`src/rtl/mux4_rr_arbiter.sv`:
```
// Round-robin arbiter sharing one Mux4w 1-bit channel among four requesters.
// Grants a winner for a bounded burst and drives the matching Mux4w select code.
module mux4_rr_arbiter #(
    parameter int MAXBEAT = 8,
    parameter int CNTW    = 4
) (
    input  logic       clk,
    input  logic       rst,
    input  logic [3:0] req,
    output logic [3:0] grant,
    output logic [1:0] sel,
    output logic       busy,
    output logic       last
);

    localparam logic [0:0]      ST_IDLE  = 1'b0;
    localparam logic [0:0]      ST_GRANT = 1'b1;
    localparam logic [CNTW-1:0] CNT_LAST = CNTW'(MAXBEAT - 1);

    typedef struct packed {
        logic       valid;
        logic [1:0] idx;
    } pick_t;

    // Mux4w input wiring is not in requester order, so the code is a lookup.
    function automatic logic [1:0] sel_code(input logic [1:0] idx);
        logic [1:0] code;
        case (idx)
            2'd0:    code = 2'b01;
            2'd1:    code = 2'b11;
            2'd2:    code = 2'b00;
            default: code = 2'b10;
        endcase
        return code;
    endfunction

    function automatic pick_t rr_pick(input logic [3:0] r, input logic [1:0] p);
        pick_t      res;
        logic [1:0] idx;
        res = '0;
        for (int k = 0; k < 4; k++) begin
            idx = p + 2'(k);
            if (!res.valid && r[idx]) begin
                res.valid = 1'b1;
                res.idx   = idx;
            end
        end
        return res;
    endfunction

    logic [0:0]      state, state_nxt;
    logic [1:0]      owner, owner_nxt;
    logic [1:0]      ptr, ptr_nxt;
    logic [CNTW-1:0] cnt, cnt_nxt;
    logic            take;
    logic            expire;
    logic [3:0]      others;
    logic [3:0]      cand;
    pick_t           pick;

    assign others = req & ~(4'b0001 << owner);
    assign expire = req[owner] && (cnt == CNT_LAST);

    always_comb begin
        // NOTE: every variable gets a default first, so no path can infer a latch.
        state_nxt = state;
        owner_nxt = owner;
        ptr_nxt   = ptr;
        cnt_nxt   = cnt;
        take      = 1'b0;
        cand      = req;
        pick      = '0;
        case (state)
            ST_IDLE: begin
                pick = rr_pick(req, ptr);
                if (pick.valid) begin
                    state_nxt = ST_GRANT;
                    owner_nxt = pick.idx;
                    cnt_nxt   = '0;
                    take      = 1'b1;
                end
            end
            default: begin
                if (req[owner] && (cnt != CNT_LAST)) begin
                    cnt_nxt = cnt + 1'b1;
                end else begin
                    // Release: the pointer moves past the owner; an expired owner
                    // is skipped only if someone else is actually waiting.
                    ptr_nxt = owner + 2'd1;
                    if (expire && (|others))
                        cand = others;
                    pick    = rr_pick(cand, ptr_nxt);
                    cnt_nxt = '0;
                    if (pick.valid) begin
                        owner_nxt = pick.idx;
                        take      = 1'b1;
                    end else begin
                        state_nxt = ST_IDLE;
                    end
                end
            end
        endcase
    end

    // NOTE: sequential state uses non-blocking assignments only.
    always_ff @(posedge clk or posedge rst) begin
        if (rst) begin
            state <= ST_IDLE;
            owner <= 2'd0;
            ptr   <= 2'd0;
            cnt   <= '0;
            grant <= 4'b0000;
            sel   <= 2'b00;
        end else begin
            state <= state_nxt;
            owner <= owner_nxt;
            ptr   <= ptr_nxt;
            cnt   <= cnt_nxt;
            if (take) begin
                grant <= 4'b0001 << owner_nxt;
                sel   <= sel_code(owner_nxt);
            end else if (state_nxt == ST_IDLE) begin
                grant <= 4'b0000;
            end
        end
    end

    assign busy = |grant;
    assign last = (state == ST_GRANT) && (cnt == CNT_LAST);

endmodule

```
`config.mk`:
```
export PLATFORM = sky130hd
export DESIGN_NAME = mux4_rr_arbiter
export DESIGN_NICKNAME = d
export VERILOG_FILES = /design/src/rtl/mux4_rr_arbiter.sv
export SDC_FILE = /design/constraint.sdc
export NUM_CORES = 1
export LEC_CHECK = 0
export ABC_AREA = 1
export CAP_MARGIN = 20
export CORE_MARGIN = 10
export CORE_UTILIZATION = 40
export DETAILED_ROUTE_END_ITERATION = 6
export GPL_TIMING_DRIVEN = 1
export PLACE_DENSITY_LB_ADDON = 0.05
export SYNTH_ARGS = -nofsm -noshare
export SYNTH_HDL_FRONTEND = slang
export SYNTH_SLANG_ARGS = --single-unit
```
`constraint.sdc`:
```
create_clock -name clk -period 5.1 [get_ports clk]
set_input_delay 1.53 -clock clk [delete_from_list [all_inputs] [get_ports clk]]
set_output_delay 1.53 -clock clk [all_outputs]
set_load 0.005 [all_outputs]
```
==> results of run 1 <==
-- worst min-delay path by stage --
stage / startpoint / end / slack [ns] / cells past startpoint
final: sel[1] / sel[1] / 0.49 / 2
after detailed placement: sel[1] / sel[1] / 0.47 / 2
after global routing: sel[1] / sel[1] / 0.53 / 2
after floorplan: cnt[0] / cnt[0] / 0.47 / 1
after CTS: sel[1] / sel[1] / 0.49 / 2
after global placement: sel[1] / sel[1] / 0.47 / 2
-- cells in the mapped netlist --
cell type | instances | area, um^2
xnor2_1 | 2 | 17.5
nor2_2 | 2 | 12.5
o21ai_0 | 8 | 40.0
nor3_4 | 1 | 16.3
o22ai_1 | 1 | 6.26
nor2_1 | 13 | 48.8
o21ai_1 | 5 | 25.0
dfrtp_1 | 15 | 375
xor2_1 | 3 | 26.3
or4_1 | 1 | 7.51
nand4_1 | 1 | 6.26
nand3b_1 | 1 | 7.51
clkbuf_8 | 1 | 13.8
o21bai_2 | 1 | 11.3
nand2_2 | 3 | 18.8
nand2_1 | 63 | 236
or2_0 | 1 | 6.26
nand2_4 | 1 | 11.3
a21oi_1 | 5 | 25.0
nand3_1 | 16 | 80.1
inv_1 | 29 | 109
o21ai_2 | 1 | 8.76
ha_1 | 5 | 62.6
buf_4 | 1 | 7.51
inv_2 | 3 | 11.3
a32o_1 | 1 | 10.0
a21oi_2 | 2 | 17.5
-- logic make-up (layout without fill, tap and decap cells) --
family | Yosys count | in the layout
buf+inv | 34 | 49
compound gates | 24 | 24
xor+xnor | 5 | 5
simple gates | 103 | 103
fa+ha+maj | 5 | 5
flops | 15 | 15
-- critical path, cell delays in order --
cell,delay [ns]
clkdlybuf4s50_1,0.56
nand2_1,0.07
nand2_1,0.06
nor2_1,0.04
nor2_1,0.19
nand3_1,0.11
nand2_1,0.09
nand3_1,0.10
nand2_1,0.13
nand2_1,0.07
nand2_1,0.07
inv_1,0.04
nand3_1,0.06
nand2_1,0.09
nand2_2,0.09
inv_2,0.04
nand2_1,0.06
nand2_1,0.06
-- final cells by class --
type | instances | area (um^2)
Tap cell | 31 | 38.8
Inverter | 32 | 120
Fill cell | 292 | 1440
Sequential cell | 15 | 375
Clock buffer | 4 | 26.3
Multi-Input combinational cell | 137 | 702
Timing Repair Buffer | 13 | 130
-- flip-flops by register name, indices dropped and copies added, names as in the netlist --
name / cells
grant: 4
ptr: 2
owner: 2
cnt: 4
state: 1
sel: 2
-- through the flow --
step	setup slack (ns)	hold slack [ns]	instances	util [%]	instance area (um^2)
floorplan	2.32	0.471	186	-	1220
global placement	1.51	0.473	228	48.3	1370
detailed placement	1.51	0.473	228	48.3	1370
CTS	1.78	0.495	232	49.2	1390
global route	1.54	0.532	232	49.2	1390
finish	1.79	0.489	232	49.2	1390
-- layer usage --
layer	track usage [%]	wire length, um	up-vias
li1	-	-	605
met1	13.7	1370	520
met2	18.1	1260	14
met3	2.63	134	2
met4	1.86	14	0
met5	0	0	-
==> results.ini, run 1 <==
[outcome]
outcome = finished, final reports clean

[yosys]
synthXorXnorAreaFrac_pct = 3.59
synth_top_family_by_area = simple AND/OR/NAND/NOR gates
synthSimpleGateAreaFrac_pct = 37.1
ys_seq_area_share_pct = 30.8
yosys.area_share.adder_pct = 5.13
syn-num-nets = 197
synth_compound_area_share_pct = 11.8
synth_cell_type_count = 27
avgSynthCellArea_um2 = 6.55
synthMuxAreaShare_pct = 0
synthCells = 186
yosys_warnings = 0
ys_ff_latch = 15
netlist_area_um2 = 1220

[critical_path]
r2r_cells = 20
crit_start = req[1]
reg2reg_from = owner[0]
crit_path_max_fanout = 5
cp_data_arrival_time_ns = 3.48
critPathLaunchType = input port
worstPathRequired_ns = 5.27
rr_endpoint = grant[1]
cp-endpoint = grant[1]
regToRegSetupSlack_ns = 2.50
end_kind = register
worstSetupPathType = in -> reg

[global_route]
antenna_found_initial = 0
grt_pass1_wl_um = 4940
overflow = 0
grt_pass1_vias = 1129
grt_usage_pct = 10.7
grt_max_degree = 16

[clock_network]
post-cts-setup-buffer-count = 0
cts_buffers = 3
cts.clk_slew.worst_paths_ns = 0.09
cts_tree = built
cts_max_path_buffers = 2
cts.repair.resized = 0
clock-sinks = 15
h-tree-depth = 1
cts_hold_buf = 0
clock_latency_ns = 0.28
cts_root_buf = clkbuf_4

[sta]
hold_viol = 0
fin_crit_sh_pct = 64.9
grt_setup_unrepaired = no
fmax_mhz = 302
setup_viol = 0
worst_slew_pin_slew_ns = 0.565
period_needed_ns = 3.31
tns_ns = 0
relSlewSlack_pct = 62.3
drv_slew = 0
skew_ns = 0.00512

[final_layout]
final_layout_size_suffix_gt1_share_pct = 8.46
nets = 213
layout_commonest_cell = nand2_1
diodes = 0
layout_common_cells = nand2_1 (63), inv_1 (29), nand3_1 (16)
syn2layout_area_growth_pct = 14.3

[placement]
port_buffers = 13
place_hpwl_um = 2220
gp_congestion = 0.855

[drt]
drt_iter0_drc = 48
ant_nets = 0
wire_per_inst_um = 12.0
route.detailed.drc = 0
routed_via_density = 4.92
first_pass_iters = 4
drt-total-wl_um = 2780
via_count = 1141

[die]
die_y_um = 75.2
fp.dieW_um = 75.2
start_util_pct = 43.1
io_pins = 14
num_rows = 19
core_area_um2 = 2830
dieArea_um2 = 5650

[run]
cap_violations = 0

[worst_hold_path]
hold_path.class = reg -> reg

Power of run 1 is left out: the tool's default activity adds up to more than one toggle a clock period on the data nets, which glitch-free logic cannot reach.
==> inputs of run 2 (changes only) <==
==> constraint.sdc (replaced) <==
create_clock -name clk -period 3.1 [get_ports clk]
set_input_delay 0.93 -clock clk [delete_from_list [all_inputs] [get_ports clk]]
set_output_delay 0.93 -clock clk [all_outputs]
set_load 0.005 [all_outputs]
==> run 2 against run 1 <==
Effect of this change:
- clock-buffer cell count unchanged
- cell area is 2.2% higher
- critical path type unchanged
- first-iteration DRC count down 2.1%
==> results.ini, run 2 (synthesis gave the netlist of run 1 again) <==
[sta]
relSlewSlack_pct = 60.7  ; was 62.3%
setup_viol = 0  ; unchanged
fin_crit_sh_pct = 88.0
fmax_mhz = 367
period_needed_ns = 2.73
hold_viol = 0  ; unchanged
grt_setup_unrepaired = no  ; unchanged
drv_slew = 0  ; unchanged
tns_ns = 0  ; unchanged
skew_ns = 0.00161  ; was 0.00512 ns
worst_slew_pin_slew_ns = 0.583  ; was 0.565 ns

[drt]
ant_nets = 0  ; unchanged
via_count = 1156  ; was 1,141
drt_iter0_drc = 47  ; was 48
first_pass_iters = 4  ; unchanged
wire_per_inst_um = 12.1  ; was 12.0 um
drt-total-wl_um = 2860  ; was 2780 um
wl_met2_um = 1330  ; was 1260 um
top_layer = met4  ; unchanged
route.detailed.drc = 0  ; unchanged
wl_met3_um = 157  ; was 134 um
routed_via_density = 4.90  ; was 4.92
wl_met1_um = 1350  ; was 1370 um

[clock_network]
post-cts-setup-buffer-count = 0  ; unchanged
cts_hold_buf = 0  ; unchanged
clock_latency_ns = 0.27  ; was 0.28 ns
cts_buffers = 3  ; unchanged
cts.clk_slew.worst_paths_ns = 0.09  ; about the same
h-tree-depth = 1  ; unchanged
cts.repair.resized = 0  ; unchanged
cts_tree = built  ; unchanged
cts_root_buf = clkbuf_4  ; unchanged
cts_max_path_buffers = 2  ; unchanged
clock-sinks = 15  ; unchanged

[critical_path]
regToRegSetupSlack_ns = 0.76  ; was 2.50 ns
worstPathRequired_ns = 3.28  ; was 5.27 ns
end_kind = register  ; unchanged
cp_data_arrival_time_ns = 2.90  ; was 3.48 ns
worstSetupPathType = in -> reg  ; unchanged
critPathLaunchType = input port  ; unchanged
r2r_cells = 20  ; unchanged
crit_path_max_fanout = 5  ; unchanged

[final_layout]
reg_top3 = cnt (4), grant (4)  ; unchanged
diodes = 0  ; unchanged
seq_area_um2 = 375  ; unchanged
nets = 217  ; was 213
syn2layout_area_growth_pct = 16.7  ; was 14.3%
layout_commonest_cell = nand2_1  ; unchanged
fill_cells = 289  ; was 292
layout_common_cells = nand2_1 (63), inv_1 (29), nand3_1 (16)  ; unchanged
final_layout_size_suffix_gt1_share_pct = 10.2  ; was 8.46%
multi_input_area_um2 = 702  ; unchanged

[global_route]
grt_pass1_wl_um = 4840  ; was 4940 um
grt_max_degree = 16  ; unchanged
grt_usage_pct = 10.7  ; about the same
antenna_found_initial = 0  ; unchanged
grt_pass1_vias = 1118  ; was 1,129
overflow = 0  ; unchanged

[die]
die_y_um = 75.2  ; unchanged
core_area_um2 = 2830  ; unchanged
dieArea_um2 = 5650  ; unchanged
fp.dieW_um = 75.2  ; unchanged
start_util_pct = 43.1  ; unchanged
io_pins = 14  ; unchanged
num_rows = 19  ; unchanged

[run]
cap_violations = 0  ; unchanged

[worst_hold_path]
hold_path.class = reg -> reg  ; unchanged
min_path_cells = 2  ; unchanged

[placement]
gp_congestion = 0.830  ; was 0.855
port_buffers = 13  ; unchanged
place_hpwl_um = 2260  ; was 2220 um

[outcome]
outcome = finished, final reports clean  ; unchanged

==> run 2: area by class of cell <==
class	instances	share of cell area, %
Timing Repair Buffer	17	11.3
Multi-Input combinational cell	137	49.3
Sequential cell	15	26.4
Tap cell	31	2.73
Inverter	32	8.44
Clock buffer	4	1.85
==> run 2: path summary, 6_finish.rpt <==
kind / startpoint / endpoint
worst min register to register: sel[1] / sel[1]
min in group asynchronous: rst / grant[1]
max in group asynchronous: rst / ptr[0]
worst min-delay path: sel[1] / sel[1]
worst max-delay path: req[1] / grant[1]
worst max register to register: owner[0] / grant[1]
==> run 2: critical path, stage by stage <==
cell	delay, ns
clkdlybuf4s50_1	0.56
nand2_1	0.08
nand2_1	0.06
nor2_1	0.04
nor2_1	0.21
nand3_1	0.11
nand2_1	0.10
nand3_1	0.10
nand2_1	0.13
nand2_1	0.07
nand2_1	0.08
inv_1	0.04
nand3_1	0.06
nand2_1	0.08
nand2_2	0.10
inv_2	0.04
nand2_1	0.06
nand2_1	0.05
==> run 2: stage by stage <==
stage | std cells | setup WS [ns] | instance area, um^2 | utilization [%] | hold WS (ns)
final | 236 | 0.373 | 1420 | 50.3 | 0.490
after global routing | 236 | 0.163 | 1420 | 50.3 | 0.540
after CTS | 236 | 0.375 | 1420 | 50.3 | 0.501
after detailed placement | 232 | 0.0911 | 1400 | 49.4 | 0.479
after global placement | 232 | 0.111 | 1400 | 49.4 | 0.470
after floorplan | 186 | 0.918 | 1220 | - | 0.471
==> run 2: metal layers <==
metal / vias up / track usage [%]
met5: - / 0
met4: 0 / 3.30
met3: 2 / 3.02
met2: 16 / 18.6
met1: 512 / 12.6
li1: 626 / -
Power of run 2 is left out for the same reason.
